**src/rtl/regfile_writeback.sv**
```systemverilog
// regfile_writeback: write-side driver of the CPU register file.
// Buffers ALU and load results in a small FIFO. Drains one entry per cycle
// onto the register file write port. Reports per-register pending writes.
// Ports:
//   clk, reset                     clock, synchronous active-high reset
//   alu_valid/alu_ready/alu_dest/alu_data  ALU result handshake
//   mem_valid/mem_ready/mem_dest/mem_data  load result handshake (priority)
//   wb_hold                        stalls the drain
//   write_enable/reg_write/write_data      registered register-file write port
//   pending                        bit r set while a write to register r is in flight
//   count                          current FIFO occupancy
module regfile_writeback #(
  parameter int unsigned DATA_WIDTH = 8,
  parameter int unsigned ADDR_WIDTH = 2,
  parameter int unsigned DEPTH      = 2
) (
  input  logic                        clk,
  input  logic                        reset,
  input  logic                        alu_valid,
  output logic                        alu_ready,
  input  logic [ADDR_WIDTH-1:0]       alu_dest,
  input  logic [DATA_WIDTH-1:0]       alu_data,
  input  logic                        mem_valid,
  output logic                        mem_ready,
  input  logic [ADDR_WIDTH-1:0]       mem_dest,
  input  logic [DATA_WIDTH-1:0]       mem_data,
  input  logic                        wb_hold,
  output logic                        write_enable,
  output logic [ADDR_WIDTH-1:0]       reg_write,
  output logic [DATA_WIDTH-1:0]       write_data,
  output logic [(2**ADDR_WIDTH)-1:0]  pending,
  output logic [$clog2(DEPTH):0]      count
);

  localparam int unsigned PTR_W = $clog2(DEPTH);
  localparam int unsigned CNT_W = PTR_W + 1;
  localparam int unsigned NREG  = 2**ADDR_WIDTH;

  logic [ADDR_WIDTH-1:0] r_dest [DEPTH];
  logic [DATA_WIDTH-1:0] r_data [DEPTH];
  logic [PTR_W-1:0]      r_wr_ptr;
  logic [PTR_W-1:0]      r_rd_ptr;
  logic [CNT_W-1:0]      r_count;
  logic                  r_we;
  logic [ADDR_WIDTH-1:0] r_reg_write;
  logic [DATA_WIDTH-1:0] r_write_data;

  logic                  w_not_full;
  logic                  w_mem_ready;
  logic                  w_alu_ready;
  logic                  w_push;
  logic                  w_pop;
  logic [ADDR_WIDTH-1:0] w_push_dest;
  logic [DATA_WIDTH-1:0] w_push_data;
  logic [NREG-1:0]       w_pending;

  // Handshake: load unit wins; full refuses both even if a pop is under way.
  assign w_not_full  = r_count < CNT_W'(DEPTH);
  assign w_mem_ready = !reset && w_not_full;
  assign w_alu_ready = !reset && w_not_full && !mem_valid;
  assign w_push      = (mem_valid && w_mem_ready) || (alu_valid && w_alu_ready);
  assign w_push_dest = mem_valid ? mem_dest : alu_dest;
  assign w_push_data = mem_valid ? mem_data : alu_data;
  assign w_pop       = !reset && !wb_hold && (r_count != '0);

  // Pending map: every live FIFO entry plus the write currently on the port.
  always_comb begin
    w_pending = '0;
    for (int i = 0; i < int'(DEPTH); i++) begin
      // Entry i is live when its distance from the head is below occupancy.
      if (CNT_W'(PTR_W'(PTR_W'(i) - r_rd_ptr)) < r_count) begin
        w_pending[r_dest[i]] = 1'b1;
      end
    end
    if (r_we) begin
      w_pending[r_reg_write] = 1'b1;
    end
  end

  // FIFO storage, pointers and occupancy.
  always_ff @(posedge clk) begin
    if (reset) begin
      r_wr_ptr <= '0;
      r_rd_ptr <= '0;
      r_count  <= '0;
      for (int i = 0; i < int'(DEPTH); i++) begin
        r_dest[i] <= '0;
        r_data[i] <= '0;
      end
    end else begin
      if (w_push) begin
        r_dest[r_wr_ptr] <= w_push_dest;
        r_data[r_wr_ptr] <= w_push_data;
        r_wr_ptr         <= r_wr_ptr + PTR_W'(1);
      end
      if (w_pop) begin
        r_rd_ptr <= r_rd_ptr + PTR_W'(1);
      end
      case ({w_push, w_pop})
        2'b10:   r_count <= r_count + CNT_W'(1);
        2'b01:   r_count <= r_count - CNT_W'(1);
        default: r_count <= r_count;
      endcase
    end
  end

  // Output stage: index and data hold their last values when idle.
  always_ff @(posedge clk) begin
    if (reset) begin
      r_we         <= 1'b0;
      r_reg_write  <= '0;
      r_write_data <= '0;
    end else if (w_pop) begin
      r_we         <= 1'b1;
      r_reg_write  <= r_dest[r_rd_ptr];
      r_write_data <= r_data[r_rd_ptr];
    end else begin
      r_we         <= 1'b0;
    end
  end

  assign mem_ready    = w_mem_ready;
  assign alu_ready    = w_alu_ready;
  assign write_enable = r_we;
  assign reg_write    = r_reg_write;
  assign write_data   = r_write_data;
  assign pending      = w_pending;
  assign count        = r_count;

endmodule
```
**config.mk**
```make
export PLATFORM = sky130hd
export DESIGN_NAME = regfile_writeback
export DESIGN_NICKNAME = d
export VERILOG_FILES = /design/src/rtl/regfile_writeback.sv
export SDC_FILE = /design/constraint.sdc
export NUM_CORES = 1
export LEC_CHECK = 0
export BUFFER_PORTS_ARGS = -buffer_cell sky130_fd_sc_hd__buf_4
export CORE_AREA = 5 5 89 58
export DETAILED_ROUTE_END_ITERATION = 7
export DIE_AREA = 0 0 94 63
export PLACE_DENSITY_LB_ADDON = 0.12
export SLEW_MARGIN = 20
export SYNTH_ARGS = -nofsm -noshare
export SYNTH_HDL_FRONTEND = slang
export SYNTH_SLANG_ARGS = --single-unit
```
**constraint.sdc**
```tcl
create_clock -name clk -period 2.1 [get_ports clk]
set_input_delay 0.42 -clock clk [delete_from_list [all_inputs] [get_ports clk]]
set_output_delay 0.42 -clock clk [all_outputs]
set_load 0.02 [all_outputs]
```
==> results.py <==
metrics = {
    "status": {
        "outcome": "finished, final reports clean",
    },
    "global_routing": {
        "antenna_found_initial": 0,
        "grt_pass1_vias": 1278,
        "gr-usage-all-layers_pct": 13.5,
        "grt_max_degree": 23,
        "grt_pass1_wl_um": 6070,
        "grt_overflow": 0,
    },
    "drt": {
        "dr.pass1.iters": 4,
        "drt-total-wl_um": 3800,
        "wirelength_met1_um": 1810,
        "wl_met2_um": 1760,
        "drc": 0,
        "drt_iter0_markers": 73,
        "maxUsedRoutingLayer": "met4",
        "vias": 1253,
        "vias_per_cell": 4.88,
        "ant_nets": 0,
        "route.met3.wl_um": 193,
        "wl_per_cell_um": 14.8,
    },
    "sta": {
        "finClkSkew_ns": 0.00277,
        "setup_violations": 0,
        "rsz0062_at_grt": "false",
        "fmax_ghz": 0.499,
        "slew_violations": 0,
        "hold_violations": 0,
        "min_period_ns": 2.00,
        "slew_headroom_pct": 63.7,
        "tns_ns": 0,
        "worst_slew_pin_slew_ns": 0.545,
        "period_share_pct": 95.4,
    },
    "min_path": {
        "min_from": "reset",
        "hold_depth": 2,
        "min_path_type": "primary input to flip-flop",
        "holdPathEnd": "r_wr_ptr",
    },
    "logic_synthesis": {
        "avgSynthCellArea_um2": 11.0,
        "yosysSeqAreaShare_pct": 55.7,
        "syn_area_um2": 1620,
        "ys_ff_latch": 35,
        "synth_cells": 147,
        "yosys_warnings": 0,
        "ys_types": 32,
        "synthesis.nets": 173,
    },
    "critical_path": {
        "worst_setup_path_start_kind": "flip-flop",
        "r2r_end": "r_dest[0][1]",
        "arrival_ns": 1.58,
        "rr_worst_depth": 2,
        "critical_path_class": "flip-flop to output pin",
        "ff2ff_setup_slack_ns": 0.31,
        "path_max_fanout": 11,
        "r2r_start": "count[1]",
        "end_kind": "output pin",
        "worstPathRequired_ns": 1.68,
    },
    "cts": {
        "numCtsBuffers": 5,
        "hold_buffers": 0,
        "cts_resized": 0,
        "cts_sinks": 35,
        "ctsRootBufferMaster": "clkbuf_8",
        "tritoncts": "done",
        "cts_buffer_depth": 2,
        "clkLatencyLatePin_ns": 0.28,
        "clk_pin_slew_ns": 0.07,
        "cts-htree-levels": 2,
        "post_cts_buffers": 0,
    },
    "die": {
        "dieArea_um2": 5920,
        "start_util_pct": 37.4,
        "die_h_um": 63,
        "io_pins": 44,
        "rows": 19,
        "die_w_um": 94,
        "fp.coreArea_um2": 4330,
    },
    "power_and_ir_drop": {
        "p_switching_uw": 626,
        "p_seq_share_pct": 45.9,
        "irDropWorstVdd_mv": 0.327,
        "p_int_uw": 1370,
        "power.leakage_uw": 0.000855,
        "power.density_nw_per_um2": 951,
        "p_sw_share_pct": 31.4,
        "power_frac_comb_pct": 29.0,
        "power.share.clock_pct": 25.1,
    },
    "cells_and_area": {
        "final_common_cell": "buf_4",
        "layout.nets": 219,
        "final_cell_mix": "buf_4 (49), nor2_1 (35), mux2i_1 (20), edfxtp_1 (20), dfxtp_1 (15)",
        "drive_above_1_share_pct": 30.9,
        "final_cell_count_no_fill": 257,
        "num_antenna_cells": 0,
        "synthToLayoutAreaGrowth_pct": 29.5,
        "fin_area_um2": 2100,
    },
    "place": {
        "portBuffers": 43,
        "placed_cells": 249,
        "place_area_um2": 2010,
        "place_congestion": 0.714,
        "dp.final_hpwl_um": 2750,
    },
    "flow_run": {
        "cap_violations": 0,
    },
}
per-layer routing:
layer / vias up / track usage [%]
met5: - / 0
met2: 43 / 20.1
met3: 4 / 3.85
li1: 617 / -
met4: 0 / 6.67
met1: 589 / 17.9
critical path, cell delays in order, from the launching register on:
cell and delay, ns:
dfxtp_1 0.40, a21o_2 0.25, nor2b_1 0.14, a221o_1 0.34
buf_4 0.16
how the worst max path moves through the flow:
stage	from	to	slack [ns]	cells after the start
final	count[1]	pending[2]	0.1	4
after global placement	reset	r_dest[0][1]	0.26	3
after floorplan	count[1]	count[1]	0.17	6
after CTS	count[1]	pending[0]	0.08	4
after detailed placement	reset	r_data[0][5]	0.22	3
after global routing	count[1]	pending[2]	0.02	4
registers in the layout, indices dropped and copies added (netlist names):
register	count
r_dest	4
r_rd_ptr	1
write_data	8
reg_write	2
write_enable	1
r_wr_ptr	1
count	2
r_data	16
logic make-up (layout without fill, tap and decap cells):
family / after synthesis / after routing / share of synthesized area (%)
and+or+nand+nor: 52 / 52 / 14.7
DFF: 35 / 35 / 55.7
AOI/OAI and AO/OA: 23 / 23 / 10.5
muxes: 20 / 20 / 12.4
buffers and inverters: 13 / 60 / 4.33
xor gates and xnor gates: 3 / 3 / 1.62
adders and majority gates: 1 / 1 / 0.773
synth_stat cells:
cell / n / share of area [%]
or3_2: 1 / 0.46
a21oi_1: 3 / 0.93
or3_1: 1 / 0.39
nor3_1: 1 / 0.31
xnor2_1: 2 / 1.1
nand2b_1: 2 / 0.77
nand3_1: 3 / 0.93
nor2_1: 35 / 8.1
ha_1: 1 / 0.77
clkbuf_2: 1 / 0.31
nand3b_1: 1 / 0.46
buf_2: 4 / 1.2
buf_6: 2 / 1.4
mux2i_1: 20 / 12
a221o_1: 2 / 1.2
edfxtp_1: 20 / 37
o211ai_1: 1 / 0.46
dfxtp_1: 15 / 19
nand2_1: 2 / 0.46
xor2_1: 1 / 0.54
o21ba_2: 1 / 0.62
or4_4: 1 / 0.70
inv_1: 3 / 0.70
clkbuf_1: 3 / 0.70
or2b_1: 1 / 0.46
a21bo_2: 1 / 0.62
nor2b_1: 3 / 1.2
a211oi_1: 10 / 4.6
o21ai_0: 3 / 0.93
nor3b_1: 1 / 0.46
o221ai_1: 1 / 0.54
a21o_2: 1 / 0.54
layout make-up:
cell class	count	area, um^2
Timing Repair Buffer	49	368
Tap cell	63	78.8
Sequential cell	35	901
Inverter	3	11.3
Fill cell	424	2230
Clock buffer	7	86.3
Multi-Input combinational cell	99	647
Clock inverter	1	3.75
power by group through the flow:
| stage | Clock (uW) | Sequential (uW) | Combinational [uW] |
|---|---|---|---|
| detailed placement | 0 | 927 | 585 |
| finish | 501 | 915 | 578 |
| global route | 554 | 927 | 629 |
| global placement | 0 | 924 | 574 |
| CTS | 519 | 914 | 586 |
| floorplan | 0 | 962 | 331 |
metrics by stage:
step / worst slack (ns) / utilization [%] / hold slack (ns) / total power [uW]
CTS: 0.0834 / 48.4 / 0.321 / 2020
global placement: 0.258 / 46.4 / 0.490 / 1500
finish: 0.0961 / 48.4 / 0.339 / 1990
detailed placement: 0.223 / 46.4 / 0.494 / 1510
global route: 0.0228 / 48.4 / 0.341 / 2110
floorplan: 0.167 / - / 0.472 / 1290
No activity file was read; power rests on OpenSTA's default activity.
